File: src/rtl/cronometro_pkg.sv
// cronometro_pkg: shared types and 7-segment constants for the stopwatch digit stages
package cronometro_pkg;

    localparam int DIGIT_W = 4;

    typedef enum logic [1:0] {
        IDLE   = 2'd0,
        RUN    = 2'd1,
        PAUSED = 2'd2
    } state_t;

    // Segment patterns {a,b,c,d,e,f,g}, entry n is digit n
    localparam logic [9:0][6:0] SEG_LUT = {
        7'b1111011,
        7'b1111111,
        7'b1110000,
        7'b1011111,
        7'b1011011,
        7'b0110011,
        7'b1111001,
        7'b1101101,
        7'b0110000,
        7'b1111110
    };

    localparam logic [6:0] SEG_BLANK = 7'b0000000;
    localparam logic [6:0] SEG_ERR   = 7'b0000001;

endpackage

File: src/rtl/seg7_dec.sv
// seg7_dec: BCD digit to active-high 7-segment pattern, non-decimal codes show a lone g segment
module seg7_dec
    import cronometro_pkg::*;
(
    input  logic [DIGIT_W-1:0] bcd,
    output logic [6:0]         seg
);

    // Pure table lookup so the digit display tracks the register with no delay
    always_comb begin
        seg = (bcd <= DIGIT_W'(9)) ? SEG_LUT[bcd] : SEG_ERR;
    end

endmodule

File: src/rtl/unidade_min.sv
// unidade_min: units-of-minutes digit with start/pause/clear/preset control; optional blink via UNID_MIN_BLINK_EN
module unidade_min
    import cronometro_pkg::*;
#(
    parameter int MAX_DIGIT = 9
`ifdef UNID_MIN_BLINK_EN
    ,
    parameter int BLINK_HALF = 25000000
`endif
) (
    input  logic               CLK,
    input  logic               RST,
    input  logic               tick,
    input  logic               btn_sp,
    input  logic               btn_clr,
    input  logic               load,
    input  logic [DIGIT_W-1:0] load_val,
    output logic [DIGIT_W-1:0] bcd,
    output logic               co,
    output logic               running,
    output logic [6:0]         seg
);

    localparam logic [DIGIT_W-1:0] MAX_D = DIGIT_W'(MAX_DIGIT);

    state_t             state, state_n;
    logic [DIGIT_W-1:0] bcd_n;
    logic               co_n;
    logic               sp_prev;
    logic               sp_edge;
    logic [6:0]         digit_seg;

    assign sp_edge = btn_sp & ~sp_prev;

    // Next state and digit: clear beats preset, preset beats counting and start/pause
    always_comb begin
        state_n = state;
        bcd_n   = bcd;
        co_n    = 1'b0;
        if (btn_clr) begin
            state_n = IDLE;
            bcd_n   = '0;
        end else if (load && state != RUN) begin
            bcd_n = (load_val > MAX_D) ? MAX_D : load_val;
        end else if (state == RUN) begin
            if (tick) begin
                bcd_n = (bcd == MAX_D) ? '0 : bcd + 1'b1;
                co_n  = (bcd == MAX_D);
            end
            if (sp_edge)
                state_n = PAUSED;
        end else if (sp_edge) begin
            state_n = RUN;
        end
    end

    // Registered state, digit, carry and run flag; button history updates every cycle
    always_ff @(posedge CLK) begin
        if (RST) begin
            state   <= IDLE;
            bcd     <= '0;
            co      <= 1'b0;
            running <= 1'b0;
            sp_prev <= 1'b0;
        end else begin
            state   <= state_n;
            bcd     <= bcd_n;
            co      <= co_n;
            running <= (state_n == RUN);
            sp_prev <= btn_sp;
        end
    end

    seg7_dec u_dec (
        .bcd (bcd),
        .seg (digit_seg)
    );

`ifdef UNID_MIN_BLINK_EN
    localparam int BW = $clog2(BLINK_HALF + 1);

    logic [BW-1:0] blink_cnt;
    logic          blink_off;

    // Half-period timer runs only while paused and restarts with the display lit
    always_ff @(posedge CLK) begin
        if (RST || btn_clr || state != PAUSED) begin
            blink_cnt <= '0;
            blink_off <= 1'b0;
        end else if (blink_cnt == BW'(BLINK_HALF - 1)) begin
            blink_cnt <= '0;
            blink_off <= ~blink_off;
        end else begin
            blink_cnt <= blink_cnt + 1'b1;
        end
    end

    assign seg = (state == PAUSED && blink_off) ? SEG_BLANK : digit_seg;
`else
    assign seg = digit_seg;
`endif

endmodule

File: config.mk
export PLATFORM = sky130hd
export DESIGN_NAME = unidade_min
export DESIGN_NICKNAME = d
export VERILOG_FILES = /design/src/rtl/cronometro_pkg.sv /design/src/rtl/seg7_dec.sv /design/src/rtl/unidade_min.sv
export SDC_FILE = /design/constraint.sdc
export NUM_CORES = 1
export LEC_CHECK = 0
export CAP_MARGIN = 20
export CORE_UTILIZATION = 45
export DETAILED_ROUTE_END_ITERATION = 8
export DONT_BUFFER_PORTS = 1
export MAX_ROUTING_LAYER = met4
export PLACE_DENSITY = 0.57
export RECOVER_POWER = 50
export SLEW_MARGIN = 20
export SYNTH_ARGS = -nofsm -noshare
export SYNTH_HDL_FRONTEND = slang
export SYNTH_HIERARCHICAL = 1
export SYNTH_SLANG_ARGS = --single-unit
File: constraint.sdc
create_clock -name CLK -period 1.5 [get_ports CLK]
set_clock_uncertainty 0.05 [all_clocks]
set_input_delay 0.15 -clock CLK [delete_from_list [all_inputs] [get_ports CLK]]
set_output_delay 0.15 -clock CLK [all_outputs]
set_load 0.02 [all_outputs]
### Yosys cells after proc, flatten, opt, wreduce, memory -nomap -nowiden

Memory sizes are Yosys's and may differ from the RTL's. A register that Yosys moved wholly into a read port is not among the register bits.
Cells that the tools add are included.

* output and inout bits: 13
* bits in registers: 9
* ROM bits: 112
* word-level logic and storage cells: 38
* input bits: 10
* memories: 1

Memory list
* (no name shown): words 16, bits a word 7, rd ports 1, clocked after Yosys merged registers in 1, wr ports 0, line seg7_dec.sv:11 `seg = (bcd <= DIGIT_W'(9)) ? SEG_LUT[bcd] : SEG_ERR;`

* reductions and logical operators: 6
* order comparisons: 3
* $add $sub $neg: 1
* bitwise logic cells: 4
* equal/unequal tests: 4
* muxes and demuxes: 14

Operators with widths (count)
* $mux W4: 7
* $mux W7: 2
* $mux W2: 5
* $lt A4 B5 Y1 const B: 1
* $reduce_or A5 Y1: 1
* $add A4 B1 Y4 const B: 1
* $eq A2 B1 Y1 const B: 2
* $eq A4 B4 Y1 const B: 1
* $gt A4 B4 Y1 const B: 1
* $le A4 B4 Y1 const B: 1
* $reduce_bool A2 Y1: 2
* $not A1 Y1: 3
* $ne A2 B1 Y1 const B: 1
* $reduce_and A2 Y1: 1
* $reduce_or A2 Y1: 1
* $and A1 B1 Y1: 1
* $logic_and A1 B1 Y1: 1

### Logic depth before layout (Yosys ltp)

Gate-level depths: netlist of the first run.

* depth in word-level cells: 7
* mapped depth: 5
* mapped depth without buffers: 5

### By module

Netlist of the first run, hierarchy kept.

By module, submodules not included
* unidade_min: instances 1, area an instance 441.7 um^2, cells an instance 49, seq. area each 180.2 um^2
* seg7_dec: instances 1, area an instance 183.9 um^2, cells an instance 25, seq. area each 0.0 um^2

### Worst setup path before layout of the first run

OpenSTA, ideal clock, no wires.

* path type: reg2out
* start point: register bcd[1]
* end point: output seg[6]
* data required time: 1300 ps
* buffers on the path: 0
* stages on the path, launching flop included: 5
* arrival: 1636 ps
* setup slack: -336 ps
* cells stage by stage: dfxtp_1 inv_1 ha_1 and2_1 a211oi_1

* cells in the longest elaborated chain, start to end: 2

Ends and longest elaborated chain
* start, declared: line unidade_min.sv:18 `output logic [DIGIT_W-1:0] bcd,`
* start signal, assigned: line unidade_min.sv:67 `bcd <= bcd_n;`
* $le A4 B4 Y1: line seg7_dec.sv:11
* $mux W7: line seg7_dec.sv:11
* end, declared: line unidade_min.sv:21 `output logic [6:0] seg`

No other way between the ends.

### Worst setup path after layout of the first run

* start point: register bcd[1]
* end point: output seg[2]

Same word-level chain as after synthesis.

==> run_results.csv, run 1 <==
group,metric,value,unit
sta,setup_violations,6,
cts,clk_path_buf_depth,2,
yosys,synthDistinctLibCells,33,
sta,holdWs,0.0192,ns
yosys,async_flop_share,0,
yosys,yosys_warnings,6,
yosys,yosysTopAreaCell,"dfxtp_1",
status,violations,"setup timing",
global_route,antenna_found_initial,0,
power,p_int,426,uW
setup_path,path_class,"flip-flop to primary output",
die,initial_core_util,0.481,
routing,ant_nets,0,
sta,final_max_slew_viol_count,0,
routing,wirelength,1390,um
setup_path,cp-start-kind,"flip-flop",
cts,clk_latency,0.26,ns
layout,fin_cells,107,
placed_design,hpwl,1060,um
sta,rsz0062_at_grt,"true",
cts,numCtsBuffers,3,
power,power.share.clock,0.300,
cts,clock_sinks,9,
placed_design,placed_area,729,um2
yosys,avgSynthCellArea,8.45,um2
setup_path,critPathSlowestCell,"dfxtp_4",
layout,nets,108,
global_route,gr-total-overflow,0,
layout,final_cell_area,906,um2
power,p_seq_frac,0.428,
placed_design,gp_congestion,0.820,
sta,hold_violations,0,
routing,vias_per_cell,5.64,
layout,layout-drive-gt1-share,0.391,
yosys,synth_area,626,um2
global_route,grt_max_degree,12,
power,ir_worst_vdd,0.000547,V
sta,fin_ws,-0.0730,ns
yosys,synth_edf_count,0,
yosys,yosys_most_used_dff,"dfxtp_1",
routing,drt_iter0_markers,9,
routing,post-route-drc-count,0,
power,netSwitchingPower,172,uW
setup_path,critPathMaxFanout,9,
routing,vias,603,
power,swShare,0.288,
setup_path,critPathMaxStageDelay,0.35,ns
status,status,"finished with violations",
cts,cts_tree,"done",
setup_path,cp.arrival,1.37,ns
die,die_height,39.3,um
flow_run,maxCapViolations,0,
global_route,grt_use_total,0.210,
layout,area_growth,44.8,%
die,num_rows,13,
routing,first_pass_iters,4,
die,core,1300,um2
placed_design,place_inst,95,
yosys,ys_ff_latch,9,
layout,utilization,0.696,
yosys,synth_area_leaders,"dfxtp_1 29%, ha_1 10%, nor2b_1 5.0%, a21oi_1 4.0%, nand2b_1 4.0%",
cts,root_buffer,"clkbuf_4",
placed_design,io_buffer_count,0,
yosys,netlist.area_leader.share,0.288,
sta,clock.fmax,0.636,GHz
sta,period_needed,1.57,ns
global_route,grt_pass1_wl,2080,um
power,power_density,659,nW/um2
yosys,syn-instance-count,74,
sta,slew_headroom,0.781,
yosys,syn-num-nets,89,
global_route,grt_pass1_vias,500,
die,io_pins,23,
sta,tightest_slew,0.327,ns
setup_path,worstPathCellList,"buf_4 > buf_12 > ha_4 > nor2b_2 > o22ai_2 > buf_6",
power,p_leak,0.377,nW
placed_design,preCtsSetupSlack,0.0171,ns
cts,htree_levels,1,
sta,finalCritPeriodShare,1.05,
die,die_x,39.3,um
power,power.share.combinational,0.272,
yosys,ys_seq_area_frac,0.288,
setup_path,required,1.30,ns
routing,wl_per_cell,12.9,um
cts,path_clk_slew,0.06,ns
setup_path,end_kind,"primary output",
hold_path,hp-class,"input pin to flip-flop",
layout,diodes,0,
die,die_area,1540,um2
-- cells in the mapped netlist, types with 2 or more instances --
master,count
dfxtp_1,9
inv_1,5
nand2_1,3
or3_1,2
nand4b_1,2
nand2b_1,4
nor2b_1,5
nor2_1,3
o21ai_0,3
nor4b_1,2
a21oi_1,5
nor4_1,2
ha_1,5
nor3_1,3
a211oi_1,3
-- layout make-up --
class / count / area, um2
Multi-Input combinational cell: 59 / 505
Sequential cell: 9 / 195
Inverter: 5 / 26.3
Timing Repair Buffer: 15 / 134
Clock buffer: 4 / 26.3
Fill cell: 105 / 395
Tap cell: 15 / 18.8
-- placed cells by master (no fill, tap or decap), types with 2 or more instances in the layout --
| master | count |
|---|---|
| ha_4 | 3 |
| o21ai_0 | 2 |
| a21oi_1 | 2 |
| nor3_1 | 2 |
| or3_1 | 2 |
| nand2_1 | 3 |
| ha_1 | 2 |
| nor4_1 | 2 |
| nand2b_1 | 4 |
| nor2b_1 | 4 |
| dfxtp_4 | 4 |
| nor4b_1 | 2 |
| a21oi_2 | 3 |
| nor2_1 | 3 |
| dlygate4sd3_1 | 2 |
| nand4b_1 | 2 |
| dfxtp_1 | 5 |
| buf_4 | 11 |
| a211oi_1 | 2 |
| inv_1 | 3 |
| clkbuf_4 | 3 |
-- sequential cells by signal, summed over array words and instances (netlist names) --
signal and flops:
running 1, state 2, co 1, bcd 4, sp_prev 1
-- layer usage --
layer / up-vias / part of all wire / GRT usage
met1: 280 / 0.48 / 0.271
met5: - / 0 / -
met4: 0 / 0 / 0.0259
li1: 308 / - / -
met2: 15 / 0.44 / 0.296
met3: 0 / 0.079 / 0.114
-- metrics by stage --
step / total power [mW] / TNS [ns]
finish: 0.597 / -0.186
global route: 0.632 / -0.531
CTS: 0.606 / -0.427
detailed placement: 0.393 / 0
global placement: 0.392 / 0
floorplan: 0.364 / -0.0230
-- worst max-delay path: cells and delay by family (launching register included) --
family,cells,cell delay [ns]
flip-flops,1,0.35
buffers and inverters,3,0.41
adder cells (fa/ha/maj),1,0.16
AND/OR/NAND/NOR,1,0.11
AO/OA/AOI/OAI,1,0.08
-- power by group through the flow --
stage	clock network, mW	logic, mW	registers, mW
2_1_floorplan	0	0.0955	0.269
3_3_place_gp	0	0.129	0.264
3_5_place_dp	0	0.129	0.264
4_1_cts	0.187	0.161	0.257
5_1_grt	0.200	0.175	0.258
6_report	0.179	0.163	0.256
-- final timing paths --
kind	to	slack [ns]	cells past startpoint	startpoint
hold / removal	running	0.02	2	load
setup reg to reg	bcd[1]	0.12	4	bcd[0]
setup / recovery	seg[2]	-0.07	6	bcd[1]
hold reg to reg	bcd[3]	0.50	2	bcd[3]
-- cell families (layout without fill, tap and decap cells) --
| kind of cell | Yosys count | in the layout | synth area share |
|---|---|---|---|
| flip-flops | 9 | 9 | 0.288 |
| buffers and inverters | 6 | 24 | 0.0360 |
| XOR/XNOR | 1 | 1 | 0.0140 |
| AO/OA/AOI/OAI | 20 | 20 | 0.230 |
| adder cells (fa/ha/maj) | 5 | 5 | 0.100 |
| AND/OR/NAND/NOR | 33 | 33 | 0.332 |
-- repair_timing --
item                                   4_1_cts  5_1_grt
pin swaps                                    5        3
setup endpoints to repair                    7        6
hold buffers                                 2        0
gates resized for setup                     20        5
endpoints found under the hold margin        1        0
setup buffers                                6        0
cloned                                       0        0
(Power assumes the default switching activity.)
==> inputs of run 2 (changes only) <==
--- a/config.mk
+++ b/config.mk
@@ -15,5 +15,4 @@
 export SLEW_MARGIN = 20
 export SYNTH_ARGS = -nofsm -noshare
 export SYNTH_HDL_FRONTEND = slang
-export SYNTH_HIERARCHICAL = 1
 export SYNTH_SLANG_ARGS = --single-unit
==> run_results.csv, run 2 <==
group,metric,value,unit
power,power.share.clock,0.308,
placed_design,io_buffer_count,0,
yosys,synthDistinctLibCells,39,
routing,first_pass_iters,6,
cts,root_buffer,"clkbuf_4",
die,core,1780,um2
power,p_seq_frac,0.470,
status,violations,"setup timing",
cts,clk_latency,0.29,ns
global_route,grt_pass1_vias,860,
layout,final_common_cell,"buf_4",
cts,htree_levels,1,
sta,rsz0062_at_grt,"true",
routing,wirelength,2550,um
placed_design,gp_congestion,0.859,
setup_path,cp.arrival,1.95,ns
yosys,synthAdderAreaFrac,0.0706,
sta,final_max_slew_viol_count,0,
die,die_x,46.4,um
yosys,synth_compound_gate_area_share,0.189,
yosys,syn-num-nets,119,
setup_path,r2r-start,"state[0]",
sta,finalCritPeriodShare,1.19,
yosys,yosys_warnings,0,
yosys,yosys.area_share.xor_xnor,0.00989,
layout,final_cell_mix,"28 x buf_4, 10 x dfxtp_1, 9 x and2_4, 9 x nor2_1, 7 x buf_6",
routing,ant_nets,0,
yosys,netlist.area_leader.share,0.362,
sta,setup_violations,10,
cts,clock_sinks,16,
yosys,synth_common_cells,"16 x dfxtp_1, 11 x nor2_1, 8 x and2_1",
yosys,yosys_most_used_dff,"dfxtp_1",
setup_path,rrSetupSlack,-0.28,ns
yosys,synth_edf_count,0,
layout,diodes,0,
sta,clock.fmax,0.560,GHz
yosys,synth_top_family_by_area,"simple AND/OR/NAND/NOR gates",
layout,nets,158,
yosys,yosysTopAreaCell,"dfxtp_1",
placed_design,hpwl,1610,um
hold_path,hp-class,"input pin to flip-flop",
global_route,antenna_found_initial,0,
global_route,grt_max_degree,10,
power,power_density,652,nW/um2
setup_path,critPathMaxFanout,4,
global_route,grt_use_total,0.267,
flow_run,maxCapViolations,0,
setup_path,r2r_cells,7,
die,initial_core_util,0.497,
routing,vias_per_cell,5.46,
sta,period_needed,1.78,ns
setup_path,path_class,"flip-flop to flip-flop",
yosys,synth_area,886,um2
cts,clk_path_buf_depth,2,
cts,path_clk_slew,0.10,ns
die,die_height,46.4,um
power,swShare,0.272,
routing,wl_per_cell,15.3,um
yosys,synth.mux.area_fraction,0.0113,
power,power.share.combinational,0.221,
yosys,ys_ff_latch,16,
sta,slew_headroom,0.773,
global_route,grt_pass1_wl,3840,um
yosys,synthSimpleGateAreaFrac,0.306,
yosys,async_flop_share,0,
cts,cts_tree,"done",
yosys,ys_seq_area_frac,0.362,
power,power,950,uW
power,netSwitchingPower,258,uW
sta,tightest_slew,0.340,ns
yosys,synth_area_leaders,"dfxtp_1 36%, ha_1 7.1%, and2_1 5.6%, nor2_1 4.7%, nand2b_1 3.5%",
cts,numCtsBuffers,3,
setup_path,end_kind,"flip-flop",
layout,layout-drive-gt1-share,0.585,
routing,drt_iter0_markers,32,
status,status,"finished with violations",
routing,post-route-drc-count,0,
sta,fin_ws,-0.285,ns
yosys,syn-instance-count,104,
die,die_area,2150,um2
global_route,gr-total-overflow,0,
setup_path,startpoint,"state[0]",
yosys,avgSynthCellArea,8.52,um2
layout,area_growth,64.4,%
power,p_leak,0.607,nW
yosys,yosysMostFrequentCell,"dfxtp_1",
layout,utilization,0.817,
die,io_pins,23,
die,num_rows,15,
power,p_int,692,uW
power,ir_worst_vdd,0.000465,V
setup_path,cp-start-kind,"flip-flop",
sta,hold_violations,0,
routing,vias,911,
setup_path,required,1.66,ns
[run 2: changes by cell type in the layout (fill, tap and decap cells not counted), sizes merged, moves of 4 or more]
cell   change
dfxtp      +7
and2       +7
nand3      +4
buf       +22
nor2       +8
[run 2: area by class of cell]
| cell class | count | area (um2) |
|---|---|---|
| fillers | 113 | 327 |
| clock buffers | 4 | 36.3 |
| well taps | 25 | 31.3 |
| flip-flops and latches | 16 | 335 |
| multi-input cells | 78 | 716 |
| repair buffers | 37 | 309 |
| inverters | 7 | 28.8 |
[run 2: repair_timing]
item                       4_1_cts  5_1_grt
setup endpoints to repair       16       16
pin swaps                       17        8
gates cloned                     0        0
hold endpoints to repair         1        0
gates resized for setup         37        9
buffers inserted                 6        3
hold buffers                     2        0
[run 2: cell families after synthesis]
family / Yosys count
XOR/XNOR: 1
multiplexers: 1
buffers and inverters: 10
AO/OA/AOI/OAI: 24
flip-flops: 16
adder cells (fa/ha/maj): 5
AND/OR/NAND/NOR: 47
[run 2: worst min-delay path by stage]
stage                     start  endpoint  slack [ns]  cells past startpoint
after floorplan             RST   sp_prev        0.17                      1
after global placement      RST   sp_prev        0.17                      1
after detailed placement    RST   sp_prev        0.17                      1
after CTS                  load  state[0]       0.009                      3
after global routing        RST    bcd[1]        0.02                      2
final                      load  state[0]       0.005                      3
[run 2: power groups by stage]
stage / sequential (mW) / combinational (mW) / clock, mW
after floorplan: 0.461 / 0.108 / 0
after global placement: 0.458 / 0.159 / 0
after detailed placement: 0.458 / 0.161 / 0
after CTS: 0.448 / 0.196 / 0.296
after global routing: 0.448 / 0.226 / 0.308
final: 0.447 / 0.210 / 0.293
[run 2: metal layers]
| layer | vias to the layer above | part of all wire | GRT usage |
|---|---|---|---|
| li1 | 444 | - | - |
| met3 | 4 | 0.038 | 0.0353 |
| met4 | 0 | 0.011 | 0.0765 |
| met2 | 28 | 0.51 | 0.444 |
| met5 | - | 0 | - |
| met1 | 435 | 0.44 | 0.332 |
[run 2: per-stage QoR]
step	worst slack, ns	instances	hold WS (ns)	TNS, ns	instance area (um2)
after global routing	-0.355	167	0.0215	-2.37	1460
after floorplan	-0.285	104	0.172	-1.51	986
after global placement	-0.293	152	0.175	-1.91	1180
after detailed placement	-0.334	152	0.173	-2.14	1180
final	-0.285	167	0.00547	-1.89	1460
after CTS	-0.242	164	0.00867	-1.56	1400
[run 2: worst max-delay path, stage by stage, from the launching register on]
cell      delay [ns]
dfxtp_4         0.37
and3b_2         0.27
a31oi_4         0.21
o32ai_4         0.12
and2_4          0.19
buf_4           0.15
ha_4            0.15
o211ai_1        0.18
==> inputs of run 3 (changes only) <==
--- a/config.mk
+++ b/config.mk
@@ -12,6 +12,7 @@
 export MAX_ROUTING_LAYER = met4
 export PLACE_DENSITY = 0.57
 export RECOVER_POWER = 50
+export SETUP_SLACK_MARGIN = 0.2
 export SLEW_MARGIN = 20
 export SYNTH_ARGS = -nofsm -noshare
 export SYNTH_HDL_FRONTEND = slang
==> run_results.csv, run 3 (synthesis results as in run 2) <==
group,metric,value,unit
cts,root_buffer,"clkbuf_4",
sta,clock.fmax,0.556,GHz
routing,wl_per_cell,16.2,um
die,die_height,46.4,um
power,ir_worst_vdd,0.000667,V
placed_design,place_inst,149,
setup_path,cp-start-kind,"flip-flop",
layout,nets,154,
placed_design,io_buffer_count,0,
setup_path,r2r-start,"state[1]",
sta,final_max_slew_viol_count,0,
sta,period_needed,1.80,ns
die,num_rows,15,
layout,diodes,0,
flow_run,maxCapViolations,0,
layout,final_common_cell,"buf_4",
cts,clock_sinks,16,
cts,htree_levels,1,
die,core,1780,um2
setup_path,r2r_cells,8,
layout,area_growth,61.7,%
setup_path,required,1.62,ns
global_route,grt_pass1_wl,3710,um
routing,post-route-drc-count,0,
placed_design,placed_area,1170,um2
layout,final_cell_area,1430,um2
sta,tightest_slew,0.347,ns
cts,clk_latency,0.30,ns
global_route,gr-total-overflow,0,
routing,vias_per_cell,5.63,
cts,numCtsBuffers,3,
global_route,grt_pass1_vias,838,
setup_path,startpoint,"state[1]",
setup_path,path_class,"flip-flop to flip-flop",
layout,layout-drive-gt1-share,0.572,
setup_path,critPathMaxFanout,6,
routing,drt_iter0_markers,16,
routing,first_pass_iters,4,
sta,fin_ws,-0.299,ns
sta,slew_headroom,0.768,
cts,cts_tree,"done",
global_route,grt_max_degree,10,
status,violations,"setup timing",
status,status,"finished with violations",
hold_path,hp-class,"input pin to flip-flop",
routing,wirelength,2640,um
sta,rsz0062_at_grt,"true",
global_route,antenna_found_initial,0,
sta,setup_violations,15,
cts,path_clk_slew,0.10,ns
die,initial_core_util,0.497,
layout,utilization,0.804,
power,p_leak,0.598,nW
setup_path,end_kind,"flip-flop",
setup_path,rrSetupSlack,-0.30,ns
routing,ant_nets,0,
setup_path,cp.arrival,1.92,ns
sta,finalCritPeriodShare,1.20,
sta,hold_violations,0,
layout,fin_cells,163,
layout,final_cell_mix,"26 x buf_4, 11 x dfxtp_1, 9 x and2_4",
placed_design,preCtsSetupSlack,-0.313,ns
global_route,grt_use_total,0.262,
die,die_x,46.4,um
placed_design,hpwl,1580,um
die,die_area,2150,um2
placed_design,gp_congestion,0.812,
die,io_pins,23,
cts,clk_path_buf_depth,2,
routing,vias,918,
power,power_density,669,nW/um2
layout,fillCellCount,123,
[run 3: cell count changes in the layout (fill, tap and decap cells not counted), sizes merged]
cell,before,now
buf,35,31
[run 3: worst min path at each step]
stage               from       end  slack (ns)  cells after the start
floorplan            RST   sp_prev        0.17                      1
global placement     RST   sp_prev        0.18                      1
detailed placement   RST   sp_prev        0.17                      1
CTS                 load  state[0]      0.0004                      3
global route         RST    bcd[1]        0.04                      2
finish              load  state[0]       0.005                      3
[run 3: what timing repair did]
item / in CTS / in global routing
pin swaps: 15 / 7
setup endpoints to repair: 17 / 18
hold endpoints to repair: 1 / 0
gates resized for setup: 31 / 12
setup buffers: 4 / 4
hold buffers: 2 / 0
[run 3: critical path, stage by stage (launching register included)]
cell      delay [ns]
dfxtp_2         0.34
nand2b_4        0.18
and2_4          0.17
o32ai_4         0.23
and2_4          0.23
inv_4           0.05
ha_1            0.19
o21ai_1         0.11
o211ai_1        0.12
[run 3: layout make-up]
type,instances,area (um2),area share
multi-input combinational,78,736,0.514
sequential,16,329,0.230
timing repair buffer,33,272,0.190
clock buffer,4,36.3,0.0253
tap,25,31.3,0.0218
inverter,7,28.8,0.0201
[run 3: where the power goes]
part / switching, mW / internal (mW)
Clock: 0.148 / 0.148
Combinational: 0.105 / 0.108
Sequential: 0.00962 / 0.439
Total: 0.263 / 0.696
[run 3: stage by stage]
stage / total power, mW / TNS [ns] / hold WS [ns]
6_report: 0.958 / -2.43 / 0.00462
5_1_grt: 0.988 / -3.21 / 0.0400
4_1_cts: 0.937 / -2.00 / 0.000361
3_5_place_dp: 0.617 / -1.78 / 0.174
3_3_place_gp: 0.614 / -1.65 / 0.175
2_1_floorplan: 0.570 / -1.48 / 0.172
[run 3: per-layer routing]
layer	track usage	up-vias	wire [um]
met5	-	-	0
met4	0.106	0	66
met3	0.0627	6	140
met2	0.442	37	1310
met1	0.294	439	1120
li1	-	436	-
